$ cat config.mk
export PLATFORM = sky130hd
export DESIGN_NAME = change_dispenser
export DESIGN_NICKNAME = d
export VERILOG_FILES = /design/src/rtl/vm_pkg.sv /design/src/rtl/coin_select.sv /design/src/rtl/change_dispenser.sv
export SDC_FILE = /design/constraint.sdc
export NUM_CORES = 1
export LEC_CHECK = 0
export CORE_MARGIN = 2
export CORE_UTILIZATION = 45
export CTS_CLUSTER_DIAMETER = 50
export DETAILED_ROUTE_END_ITERATION = 12
export PLACE_DENSITY = 0.77
export RECOVER_POWER = 50
export SETUP_SLACK_MARGIN = 0.2
export SYNTH_ARGS = -nofsm -noshare
export SYNTH_HDL_FRONTEND = slang
export SYNTH_HIERARCHICAL = 1
export SYNTH_SLANG_ARGS = --single-unit
$ cat constraint.sdc
create_clock -name CLK -period 2.1 [get_ports CLK]
set_input_delay 0.42 -clock CLK [delete_from_list [all_inputs] [get_ports CLK]]
set_output_delay 0.42 -clock CLK [all_outputs]
set_load 0.05 [all_outputs]
$ cat src/rtl/vm_pkg.sv
// ---------------------------------------------------------------------------
// vm_pkg
//   Shared vending-machine definitions used by the change dispenser:
//   - AMOUNT_W      : width of a balance counted in 50-won units
//   - W1000..W50    : weight of each coin in 50-won units
//   - D1000..D50    : bit position of each coin in a one-hot choice vector
//   - state_t       : state encoding of the change dispenser FSM
//   - denomWeight() : maps a one-hot coin choice to its weight
// ---------------------------------------------------------------------------
package vm_pkg;

    localparam int AMOUNT_W = 7;

    localparam logic [AMOUNT_W-1:0] W1000 = 7'd20;
    localparam logic [AMOUNT_W-1:0] W500  = 7'd10;
    localparam logic [AMOUNT_W-1:0] W100  = 7'd2;
    localparam logic [AMOUNT_W-1:0] W50   = 7'd1;

    localparam int D1000 = 3;
    localparam int D500  = 2;
    localparam int D100  = 1;
    localparam int D50   = 0;

    typedef enum logic [2:0] {
        ST_IDLE   = 3'd0,
        ST_SELECT = 3'd1,
        ST_PULSE  = 3'd2,
        ST_GAP    = 3'd3,
        ST_DONE   = 3'd4
    } state_t;

    // An all-zero choice maps to weight 0 so an empty selection never
    // changes the balance.
    function automatic logic [AMOUNT_W-1:0] denomWeight(input logic [3:0] oneHot);
        logic [AMOUNT_W-1:0] w;
        w = '0;
        if (oneHot[D1000])      w = W1000;
        else if (oneHot[D500])  w = W500;
        else if (oneHot[D100])  w = W100;
        else if (oneHot[D50])   w = W50;
        return w;
    endfunction

endpackage

$ cat src/rtl/coin_select.sv
// ---------------------------------------------------------------------------
// coin_select
//   Combinational greedy picker: chooses the largest coin whose weight fits
//   in the remaining balance and that is still in stock.
//   Ports:
//     remain_i   [7]  balance still owed, 50-won units
//     stockOk_i  [4]  per-coin "stock not empty" flags (one-hot bit order)
//     choice_o   [4]  one-hot coin choice, all zero when nothing fits
//     none_o          no coin fits the balance with the available stock
// ---------------------------------------------------------------------------
module coin_select
    import vm_pkg::*;
(
    input  logic [AMOUNT_W-1:0] remain_i,
    input  logic [3:0]          stockOk_i,
    output logic [3:0]          choice_o,
    output logic                none_o
);

    always_comb begin
        choice_o = '0;
        if (remain_i >= W1000 && stockOk_i[D1000])      choice_o[D1000] = 1'b1;
        else if (remain_i >= W500 && stockOk_i[D500])   choice_o[D500]  = 1'b1;
        else if (remain_i >= W100 && stockOk_i[D100])   choice_o[D100]  = 1'b1;
        else if (remain_i >= W50 && stockOk_i[D50])     choice_o[D50]   = 1'b1;
        none_o = (choice_o == 4'b0000);
    end

endmodule

$ cat src/rtl/change_dispenser.sv
// ---------------------------------------------------------------------------
// change_dispenser
//   Pays out a balance (50-won units) as greedy coin-eject pulses,
//   1000 -> 500 -> 100 -> 50 won, one coin per PULSE state.
//   Define CHANGE_STOCK_EN to track per-coin stock (skip empty coins,
//   report Short, honour Refill); otherwise stock is unlimited.
//   Ports:
//     CLK, RST            clock, asynchronous active-high reset
//     Start, Amount[7]    request and balance, sampled only in IDLE
//     Refill              reload every stock counter to STOCK_INIT
//     Return50..1000      one-cycle coin-eject pulses
//     Busy, Done          not-idle flag, one-cycle completion pulse
//     Remain[7]           balance not yet paid out
//     Short               sticky: payout could not be completed
// ---------------------------------------------------------------------------
module change_dispenser
    import vm_pkg::*;
#(
    parameter int PULSE_GAP  = 2,
    parameter int STOCK_INIT = 20,
    parameter int STOCK_W    = 8
) (
    input  logic                CLK,
    input  logic                RST,
    input  logic                Start,
    input  logic [AMOUNT_W-1:0] Amount,
    input  logic                Refill,
    output logic                Return50,
    output logic                Return100,
    output logic                Return500,
    output logic                Return1000,
    output logic                Busy,
    output logic                Done,
    output logic [AMOUNT_W-1:0] Remain,
    output logic                Short
);

    // The gap counter runs PULSE_GAP-1 down to 0, so it only needs enough
    // bits to hold PULSE_GAP-1.
    localparam int GAP_W = (PULSE_GAP > 1) ? $clog2(PULSE_GAP) : 1;
    localparam logic [GAP_W-1:0] GAP_LOAD = (PULSE_GAP > 0) ? GAP_W'(PULSE_GAP - 1) : '0;

    state_t              state_q, state_d;
    logic [AMOUNT_W-1:0] remain_q, remain_d;
    logic [3:0]          sel_q, sel_d;
    logic [GAP_W-1:0]    gap_q, gap_d;
    logic [3:0]          choice;
    logic                noneFits;
    logic [3:0]          stockOk;
    logic [AMOUNT_W-1:0] selWeight;

    assign selWeight = denomWeight(sel_q);

    coin_select uCoinSelect (
        .remain_i  (remain_q),
        .stockOk_i (stockOk),
        .choice_o  (choice),
        .none_o    (noneFits)
    );

`ifdef CHANGE_STOCK_EN
    logic [STOCK_W-1:0] stock_q [4];
    logic [STOCK_W-1:0] stock_d [4];
    logic               short_q, short_d;

    // Coin leaves the stock on its pulse; a simultaneous Refill overrides it.
    always_comb begin
        for (int i = 0; i < 4; i++) begin
            stock_d[i] = stock_q[i];
            if (state_q == ST_PULSE && sel_q[i])
                stock_d[i] = stock_q[i] - STOCK_W'(1);
            if (Refill)
                stock_d[i] = STOCK_W'(STOCK_INIT);
            stockOk[i] = (stock_q[i] != '0);
        end
    end

    // Short is cleared by an accepted Start and set when SELECT finds no coin.
    always_comb begin
        short_d = short_q;
        if (state_q == ST_IDLE && Start)
            short_d = 1'b0;
        else if (state_q == ST_SELECT && noneFits)
            short_d = 1'b1;
    end

    always_ff @(posedge CLK or posedge RST) begin
        if (RST) begin
            for (int i = 0; i < 4; i++)
                stock_q[i] <= STOCK_W'(STOCK_INIT);
            short_q <= 1'b0;
        end else begin
            for (int i = 0; i < 4; i++)
                stock_q[i] <= stock_d[i];
            short_q <= short_d;
        end
    end

    assign Short = short_q;
`else
    logic unusedRefill;

    assign unusedRefill = Refill;
    assign stockOk      = 4'b1111;
    assign Short        = 1'b0;
`endif

    // State register.
    always_ff @(posedge CLK or posedge RST) begin
        if (RST)
            state_q <= ST_IDLE;
        else
            state_q <= state_d;
    end

    // Next-state logic. PULSE compares against the pre-subtraction balance
    // so the DONE decision does not wait for the new Remain.
    always_comb begin
        state_d = state_q;
        case (state_q)
            ST_IDLE: begin
                if (Start)
                    state_d = (Amount == '0) ? ST_DONE : ST_SELECT;
            end
            ST_SELECT: begin
                state_d = noneFits ? ST_DONE : ST_PULSE;
            end
            ST_PULSE: begin
                if (remain_q == selWeight)
                    state_d = ST_DONE;
                else if (PULSE_GAP == 0)
                    state_d = ST_SELECT;
                else
                    state_d = ST_GAP;
            end
            ST_GAP: begin
                if (gap_q == '0)
                    state_d = ST_SELECT;
            end
            ST_DONE: begin
                state_d = ST_IDLE;
            end
            default: begin
                state_d = ST_IDLE;
            end
        endcase
    end

    // Datapath next values: balance load/subtract, coin choice latch and
    // inter-pulse gap countdown.
    always_comb begin
        remain_d = remain_q;
        sel_d    = sel_q;
        gap_d    = gap_q;
        case (state_q)
            ST_IDLE: begin
                if (Start)
                    remain_d = Amount;
            end
            ST_SELECT: begin
                sel_d = choice;
            end
            ST_PULSE: begin
                remain_d = remain_q - selWeight;
                gap_d    = GAP_LOAD;
            end
            ST_GAP: begin
                if (gap_q != '0)
                    gap_d = gap_q - GAP_W'(1);
            end
            default: begin
            end
        endcase
    end

    always_ff @(posedge CLK or posedge RST) begin
        if (RST) begin
            remain_q <= '0;
            sel_q    <= '0;
            gap_q    <= '0;
        end else begin
            remain_q <= remain_d;
            sel_q    <= sel_d;
            gap_q    <= gap_d;
        end
    end

    // Outputs decode registered state only; sel_q is one-hot so at most one
    // Return line can be high.
    always_comb begin
        Busy       = (state_q != ST_IDLE);
        Done       = (state_q == ST_DONE);
        Return1000 = (state_q == ST_PULSE) && sel_q[D1000];
        Return500  = (state_q == ST_PULSE) && sel_q[D500];
        Return100  = (state_q == ST_PULSE) && sel_q[D100];
        Return50   = (state_q == ST_PULSE) && sel_q[D50];
        Remain     = remain_q;
    end

endmodule
Yosys cells after proc, flatten, opt, wreduce, memory -nomap -nowiden --
Cells that the tools add are included.
Storage, ports and cells: flip-flop bits (word level) 15, bits of input ports 11, output and inout bits 14, logic and storage cells 50
Cells by class: add/sub/neg operators 2, $lt $le $gt $ge 4, equal/unequal tests 7, mux-type cells 21, reductions and logical operators 12
Operators with widths (number):
- two-way mux 3 bit | 6
- two-way mux 7 bit | 2
- one-hot mux 7 bit (2 select lines) | 1
- one-hot mux 3 bit (4 select lines) | 1
- equality test 7 bit | 1
- greater-or-equal comparator 7 x 1 -> 1 bit, second input constant | 1
- greater-or-equal comparator 7 x 2 -> 1 bit, second input constant | 1
- greater-or-equal comparator 7 x 4 -> 1 bit, second input constant | 1
- greater-or-equal comparator 7 x 5 -> 1 bit, second input constant | 1
- logical NOT 7 bit | 1
- two-way mux 1 bit | 7
- subtractor 7 bit | 1
- equality test 3 x 2 -> 1 bit, second input constant | 2
- logical AND 1 bit | 4
- logical NOT 4 bit | 1
- two-way mux 2 bit | 2
- two-way mux 4 bit | 1
- inequality test 2 bit, second input constant | 2
- AND reduction 2 bit | 2
- nonzero test 2 bit | 2
- equality test 3 x 1 -> 1 bit, second input constant | 1
- equality test 3 bit, second input constant | 1
- logical NOT 3 bit | 1
- nonzero test 3 bit | 1
- 2 further kinds | 2

Logic depth before layout (Yosys ltp) --
Gate-level depths: netlist of the first run.
depth in word-level cells 8, mapped depth 8, gate-level depth less buffers 8

Modules after synthesis --
The synthesis of the first run kept the hierarchy.
By module, submodules not included:
- change_dispenser | times used 1, cells an instance 120, area an instance 1091.0 um2, seq. area each 375.4 um2
- coin_select | times used 1, cells an instance 19, area an instance 156.4 um2, seq. area each 0.0 um2

Worst setup path after synthesis of the first run --
OpenSTA, ideal clock, no wires.
path kind register to register, start reg remain_q[0] (netlist: Remain[0]), end reg remain_q[6] (netlist: Remain[6]), setup time 0.120 ns, data arrival time 1.947 ns, data required time 1.980 ns, slack 0.033 ns, stages on the path, launching flop included 8, buffers on the path 0, period minus slack after synthesis 2.067 ns, path through dfrtp_1 -> inv_1 -> ha_1 -> fa_1 -> nand2b_1 -> a21oi_1 -> o21ai_0 -> and3_1
On the way: cells in the longest elaborated chain, start to end 2
Ends and longest elaborated chain:
- start: declaration | line change_dispenser.sv:44 | logic [AMOUNT_W-1:0] remain_q, remain_d;
- start signal: assignment | line change_dispenser.sv:182 | remain_q <= remain_d;
- subtractor 7 bit | line change_dispenser.sv:164 | remain_d = remain_q - selWeight;
- one-hot mux 7 bit (2 select lines) | line change_dispenser.sv:155 | case (state_q)
Every way passes these cells. A chain may end at the register's enable or synchronous reset.

Worst setup path after layout of the first run --
start reg sel_q[2], end reg state_q[2]
On the way: cells in the longest elaborated chain, start to end 5
Ends and longest elaborated chain:
- start: declaration | line change_dispenser.sv:45 | logic [3:0] sel_q, sel_d;
- start signal: assignment | line change_dispenser.sv:183 | sel_q <= sel_d;
- two-way mux 4 bit | line vm_pkg.sv:38 | else if (oneHot[D500]) w = W500;
- two-way mux 7 bit | line vm_pkg.sv:37 | if (oneHot[D1000]) w = W1000;
- equality test 7 bit | line change_dispenser.sv:129 | if (remain_q == selWeight)
- two-way mux 3 bit | line change_dispenser.sv:129
- one-hot mux 3 bit (4 select lines) | line change_dispenser.sv:120 | case (state_q)
- end signal: assignment | line change_dispenser.sv:113 | state_q <= state_d;
- end: declaration | line change_dispenser.sv:43 | state_t state_q, state_d;
Every way passes these cells.

==> summary.txt, run 1 <==
Outcome: finished clean
Number of synthesized register bits: 15
DR vias/cell: 5.59
Sw Ratio: 50.6%
Critical Path Stages: 7
Drt drc: 0
Slew @ Worst Pin: 0.608 ns
RSZ-0062 raised after global routing: true
Max clock buf depth: 2
Initial antenna violation count: 0
Area of the core: 0.00269 mm²
Synth warn: 6
Nets: 210
Die Area: 0.00321 mm²
Clk pwr share: 5.6%
Sequential share of the synthesized area: 30.1%
Slew HR: 59.4%
Fillers: 223
Htree depth: 1
Drt first pass iters: 4
HP Class: reg2reg
Final hold vios: 0
Per-cell routed wire length: 16.1 µm
Clock Sinks: 15
Ys flop type: dfrtp_1
Clock latency on the worst-skew pair: 0.29 ns
Hold Path Depth: 1
Internal power: 1.56 mW
Worst vdd ir: 1.16 mV
Distinct cell type count after synthesis: 49
Mapped Cells: 139
Grt ovf: 0
I/O pin cnt: 25
CP Launch Type: flop
Mean Syn Cell Area: 8.97 µm²
Synth Cell Area: 0.00125 mm²
Area occupied by multi-input gates: 960 µm²
NetSw: 1.60 mW
Vias: 1,247
Top post-synthesis cells by area: dfrtp_1, o21ai_0, ha_1
Worst EP arrival: 2.21 ns
Logic gate share of total power: 73.7%
Sequential share of power: 20.7%
Reg2reg path depth: 7
CTS clk-pin slew, worst paths: 0.10 ns
GPL Wtd Cong: 0.917
Synth top area share: 30.1%
Drt total wl: 3.60 mm
Chip Width: 56.7 µm
Crit-path cells: buf_4 > nand2_1 > ha_4 > nand4_1 > or4b_4 > o211ai_2 > and3_1
CTS tree: built
Post-DRT Antenna Nets: 0
Fmax: 0.507 GHz
R2R Setup Slk: 0.13 ns
Hold-fix buffers at CTS: 0
Max_cap viols: 0
Total CTS buffers: 3
Worst EP required: 2.34 ns
First-pass GRT wire length: 5.92 mm
Port bufs: 22
Max-slew violation total from the final report: 0
Crit path buf inv count: 1
Crit-path slowest cell: or4b_4
Total Negative Setup Slacks: 0 ns
Critical path class: reg2reg
Hpwl dp: 2.42 mm
Root Buffer: clkbuf_4
# rows: 19
Fin util: 69.2%
Worst path max stage delay: 0.56 ns
Crit path time final: 1.97 ns
Ys async rst share: 100%
Starting Density: 46.4%
Initial drt markers: 25
Final worst path period share: 94.0%
Worst Skew: 0.00433 ns
Worst Path Max Fanout: 5
CP top delay family: simple AND/OR/NAND/NOR gates
Post-synth top area cell: dfrtp_1
Endpoints failing setup: 0
Diodes inserted: 0
All-layer global routing usage: 23.7%
Largest net degree at the start of global routing: 16
P per Cell Area: 1700 mW/mm²
Critical path endpoint category: flop
Number of global-route vias before repair: 1,306
Die height: 56.7 µm
Reg area: 385 µm²
Area Growth Syn to Fin: 48.9%
Post-synth EDFFs: 0
LEAKAGE: 0.782 nW
Share of cells above drive strength 1: 36.5%
per-stage QoR:
| step | cell area, µm² | std cells | power, mW | hold WS (ns) | setup WS (ns) |
|---|---|---|---|---|---|
| after CTS | 1790 | 217 | 2.94 | 0.530 | 0.115 |
| after detailed placement | 1620 | 202 | 2.50 | 0.530 | 0.0938 |
| after floorplan | 1320 | 151 | 1.95 | 0.321 | 0.187 |
| after global placement | 1620 | 202 | 2.41 | 0.518 | 0.141 |
| final | 1860 | 223 | 3.15 | 0.558 | 0.126 |
| after global routing | 1860 | 223 | 3.37 | 0.595 | 0.00911 |
sequential cells by signal (all words and copies together), names as in the netlist:
register and count:
Remain 7, sel_q 4, state_q 3, gap_q 1
area by class of cell:
cell class	count	area share (%)
well taps	31	2.09
inverters	7	1.41
clock buffers	4	1.41
multi-input cells	123	51.6
flip-flops and latches	15	20.7
repair buffers	43	22.7
synth_stat cells, types with 2 or more instances:
cell / number
dfrtp_1: 15
nor3b_2: 2
and3_1: 3
or3_1: 2
o21ai_0: 13
buf_2: 2
or3_2: 2
mux2_2: 3
mux2i_1: 4
conb_1: 2
buf_4: 2
and2_1: 4
a211oi_1: 5
ha_1: 5
nor2b_1: 4
nand2_1: 7
nor3_1: 2
nand3b_1: 3
a21oi_1: 6
nor2_1: 13
nand3_1: 2
nand2b_1: 5
inv_1: 7
worst paths after layout:
| kind | startpoint | to |
|---|---|---|
| setup / recovery | sel_q[2] | state_q[2] |
| hold / removal | sel_q[0] | sel_q[0] |
| setup reg to reg | sel_q[2] | state_q[2] |
| hold reg to reg | sel_q[0] | sel_q[0] |
| max in group asynchronous | RST | Remain[1] |
| min in group asynchronous | RST | gap_q |
cell families after synthesis:
| logic type | count (synthesis) | synth area share [%] |
|---|---|---|
| buffers and inverters | 13 | 5.32 |
| adder cells (fa/ha/maj) | 6 | 6.62 |
| other | 2 | 0.602 |
| flip-flops | 15 | 30.1 |
| AND/OR/NAND/NOR | 60 | 30.9 |
| multiplexers | 7 | 5.92 |
| AO/OA/AOI/OAI | 36 | 20.6 |
timing repair:
action                                  4_1_cts  5_1_grt
pin swaps                                     8        5
endpoints found under the setup margin       18       12
resized for setup                            19       15
setup buffers                                11        6
power groups by stage:
stage | Sequential, mW | Clock [mW] | Combinational, mW
2_1_floorplan | 0.826 | 0 | 1.12
3_3_place_gp | 0.666 | 0 | 1.75
3_5_place_dp | 0.681 | 0 | 1.82
4_1_cts | 0.649 | 0.175 | 2.11
5_1_grt | 0.678 | 0.187 | 2.50
6_report | 0.654 | 0.175 | 2.32
cell usage in the layout (no fill, tap or decap), types with 5 or more instances in the layout:
cell,n
clkdlybuf4s50_1,8
conb_1,14
buf_4,17
dfrtp_2,8
dfrtp_1,7
nand2_1,7
nor2_1,11
dlygate4sd2_1,7
o21ai_0,8
a211oi_1,5
inv_1,6
buf_12,6
routing by layer:
layer | share of wire, % | GRT usage [%] | vias up
met5 | 0 | 0 | -
met4 | 4.7 | 12.2 | 0
met3 | 3.5 | 3.92 | 16
met2 | 50 | 38.7 | 33
met1 | 41 | 30.0 | 598
li1 | - | - | 600
Note: power is estimated with default switching activity, not from simulation.
==> run 2: changes to the inputs <==
--- a/config.mk
+++ b/config.mk
@@ -9,9 +9,11 @@
 export CORE_UTILIZATION = 45
 export CTS_CLUSTER_DIAMETER = 50
 export DETAILED_ROUTE_END_ITERATION = 12
+export MAX_ROUTING_LAYER = met4
 export PLACE_DENSITY = 0.77
 export RECOVER_POWER = 50
 export SETUP_SLACK_MARGIN = 0.2
+export SLEW_MARGIN = 5
 export SYNTH_ARGS = -nofsm -noshare
 export SYNTH_HDL_FRONTEND = slang
 export SYNTH_HIERARCHICAL = 1
==> summary.txt, run 2 (synthesized netlist as in run 1, its figures left out) <==
Total CTS buffers: 3 (unchanged)
# rows: 19 (unchanged)
Clock latency on the worst-skew pair: 0.30 ns (was 0.29 ns)
NetSw: 1.52 mW (was 1.60 mW)
Area Growth Syn to Fin: 47.9% (was 48.9%)
Final worst path period share: 93.9% (was 94.0%)
Largest net degree at the start of global routing: 16 (unchanged)
CTS tree: built (unchanged)
Drt first pass iters: 4 (unchanged)
Endpoints failing setup: 0 (unchanged)
CP Launch Type: flop (unchanged)
Clock Sinks: 15 (unchanged)
Area of the core: 0.00269 mm² (unchanged)
Worst Path Max Fanout: 5 (unchanged)
All-layer global routing usage: 22.8% (was 23.7%)
Internal power: 1.53 mW (was 1.56 mW)
Worst EP arrival: 1.55 ns (was 2.21 ns)
Dpl cells: 202 (unchanged)
Slew HR: 58.6% (was 59.4%)
DR vias/cell: 5.56 (was 5.59)
Htree depth: 1 (unchanged)
Critical path endpoint category: primary output (was flop)
Number of global-route vias before repair: 1,198 (was 1,306)
Root Buffer: clkbuf_4 (unchanged)
HP Class: reg2reg (unchanged)
Most common cell after layout, fill and taps aside: buf_4 (unchanged)
Slew @ Worst Pin: 0.620 ns (was 0.608 ns)
Nets: 213 (was 210)
Initial drt markers: 36 (was 25)
Critical path class: reg2out (was reg2reg)
Outcome: finished clean (unchanged)
Layout Cells excl Fill: 226 (was 223)
Max clock buf depth: 2 (unchanged)
Grt ovf: 0 (unchanged)
CTS clk-pin slew, worst paths: 0.10 ns (about the same)
Sw Ratio: 49.9% (was 50.6%)
Post-DRT Antenna Nets: 0 (unchanged)
I/O pin cnt: 25 (unchanged)
Per-cell routed wire length: 15.5 µm (was 16.1 µm)
Diodes inserted: 0 (unchanged)
First-pass GRT wire length: 5.51 mm (was 5.92 mm)
Fillers: 218 (was 223)
Clk pwr share: 6.1% (was 5.6%)
Fin util: 68.7% (was 69.2%)
Share of cells above drive strength 1: 34.9% (was 36.5%)
Logic gate share of total power: 73.5% (was 73.7%)
Worst vdd ir: 1.12 mV (was 1.16 mV)
Fmax: 0.507 GHz (about the same)
Worst Skew: 0.00271 ns (was 0.00433 ns)
Hpwl dp: 2.34 mm (was 2.42 mm)
Port bufs: 22 (unchanged)
Chip Width: 56.7 µm (unchanged)
Starting Density: 46.4% (unchanged)
Max reg flops: 7 (unchanged)
GPL Wtd Cong: 0.942 (was 0.917)
Crit path time final: 1.97 ns (about the same)
R2R Setup Slk: 0.14 ns (was 0.13 ns)
Sequential share of power: 20.4% (was 20.7%)
Vias: 1,256 (was 1,247)
P per Cell Area: 1650 mW/mm² (was 1700 mW/mm²)
Drt total wl: 3.50 mm (was 3.60 mm)
RSZ-0062 raised after global routing: true (unchanged)
Final hold vios: 0 (unchanged)
Initial antenna violation count: 0 (unchanged)
Drt drc: 0 (unchanged)
Die Area: 0.00321 mm² (unchanged)
LEAKAGE: 0.802 nW (was 0.782 nW)
Total Negative Setup Slacks: 0 ns (unchanged)
Max-slew violation total from the final report: 0 (unchanged)
Commonest cells after routing, fill and taps aside: buf_4, conb_1, nor2_1 (unchanged)
Worst EP required: 1.68 ns (was 2.34 ns)
Max_cap viols: 0 (unchanged)
Die height: 56.7 µm (unchanged)
[run 2: area by class of cell]
type,instances,area (µm²),area share [%]
multi-input combinational,123,927,50.2
inverter,7,26.3,1.42
tap,31,38.8,2.10
clock buffer,4,26.3,1.42
sequential,15,387,20.9
timing repair buffer,46,440,23.9
[run 2: timing repair]
| action | 4_1_cts | 5_1_grt |
|---|---|---|
| hold buffers | 0 | 0 |
| pin swaps | 5 | 6 |
| setup endpoints to repair | 18 | 12 |
| gates resized for setup | 17 | 8 |
| buffers inserted | 10 | 10 |
[run 2: power by group through the flow]
stage | clock network [mW] | logic, mW | registers, mW
3_3_place_gp | 0 | 1.75 | 0.668
4_1_cts | 0.180 | 2.04 | 0.645
3_5_place_dp | 0 | 1.79 | 0.680
2_1_floorplan | 0 | 1.12 | 0.826
6_report | 0.187 | 2.24 | 0.622
5_1_grt | 0.209 | 2.41 | 0.638
[run 2: worst paths after layout]
| kind | start | end | depth (start not counted) |
|---|---|---|---|
| worst max-delay path | Remain[2] | Remain[2] | 3 |
| min in group asynchronous | RST | state_q[1] | 2 |
| worst min register to register | state_q[2] | state_q[1] | 1 |
| worst max register to register | sel_q[3] | state_q[2] | 7 |
| worst min-delay path | state_q[2] | state_q[1] | 1 |
| max in group asynchronous | RST | Remain[2] | 2 |
[run 2: layer usage]
layer / part of all wire (%) / GRT usage (%) / wire length, µm / vias up
li1: - / - / - / 604
met1: 42 / 29.4 / 1480 / 599
met2: 49 / 36.4 / 1720 / 44
met3: 4.9 / 2.76 / 170 / 9
met4: 3.5 / 9.18 / 121 / 0
met5: 0 / - / 0 / -
[run 2: critical path, cell delays in order, from the launching register on]
cell and delay, ns:
dfrtp_2 0.39, buf_4 0.10, clkbuf_1 0.19, dlygate4sd2_1 0.56
[run 2: stage by stage]
step | hold WS [ns] | total power, mW | cell area, µm² | setup WS, ns
floorplan | 0.321 | 1.95 | 1320 | 0.187
global placement | 0.518 | 2.42 | 1620 | 0.138
detailed placement | 0.533 | 2.47 | 1620 | 0.0789
CTS | 0.519 | 2.86 | 1750 | 0.113
global route | 0.555 | 3.26 | 1850 | 0.0595
finish | 0.541 | 3.05 | 1850 | 0.127
==> run 3: changes to the inputs <==
--- a/config.mk
+++ b/config.mk
@@ -7,7 +7,7 @@
 export LEC_CHECK = 0
 export CORE_MARGIN = 2
 export CORE_UTILIZATION = 45
-export CTS_CLUSTER_DIAMETER = 50
+export CTS_CLUSTER_DIAMETER = 60
 export DETAILED_ROUTE_END_ITERATION = 12
 export MAX_ROUTING_LAYER = met4
 export PLACE_DENSITY = 0.77
==> results of run 3 <==
No change in the layout: final DEF, timing and power equal those of run 2.
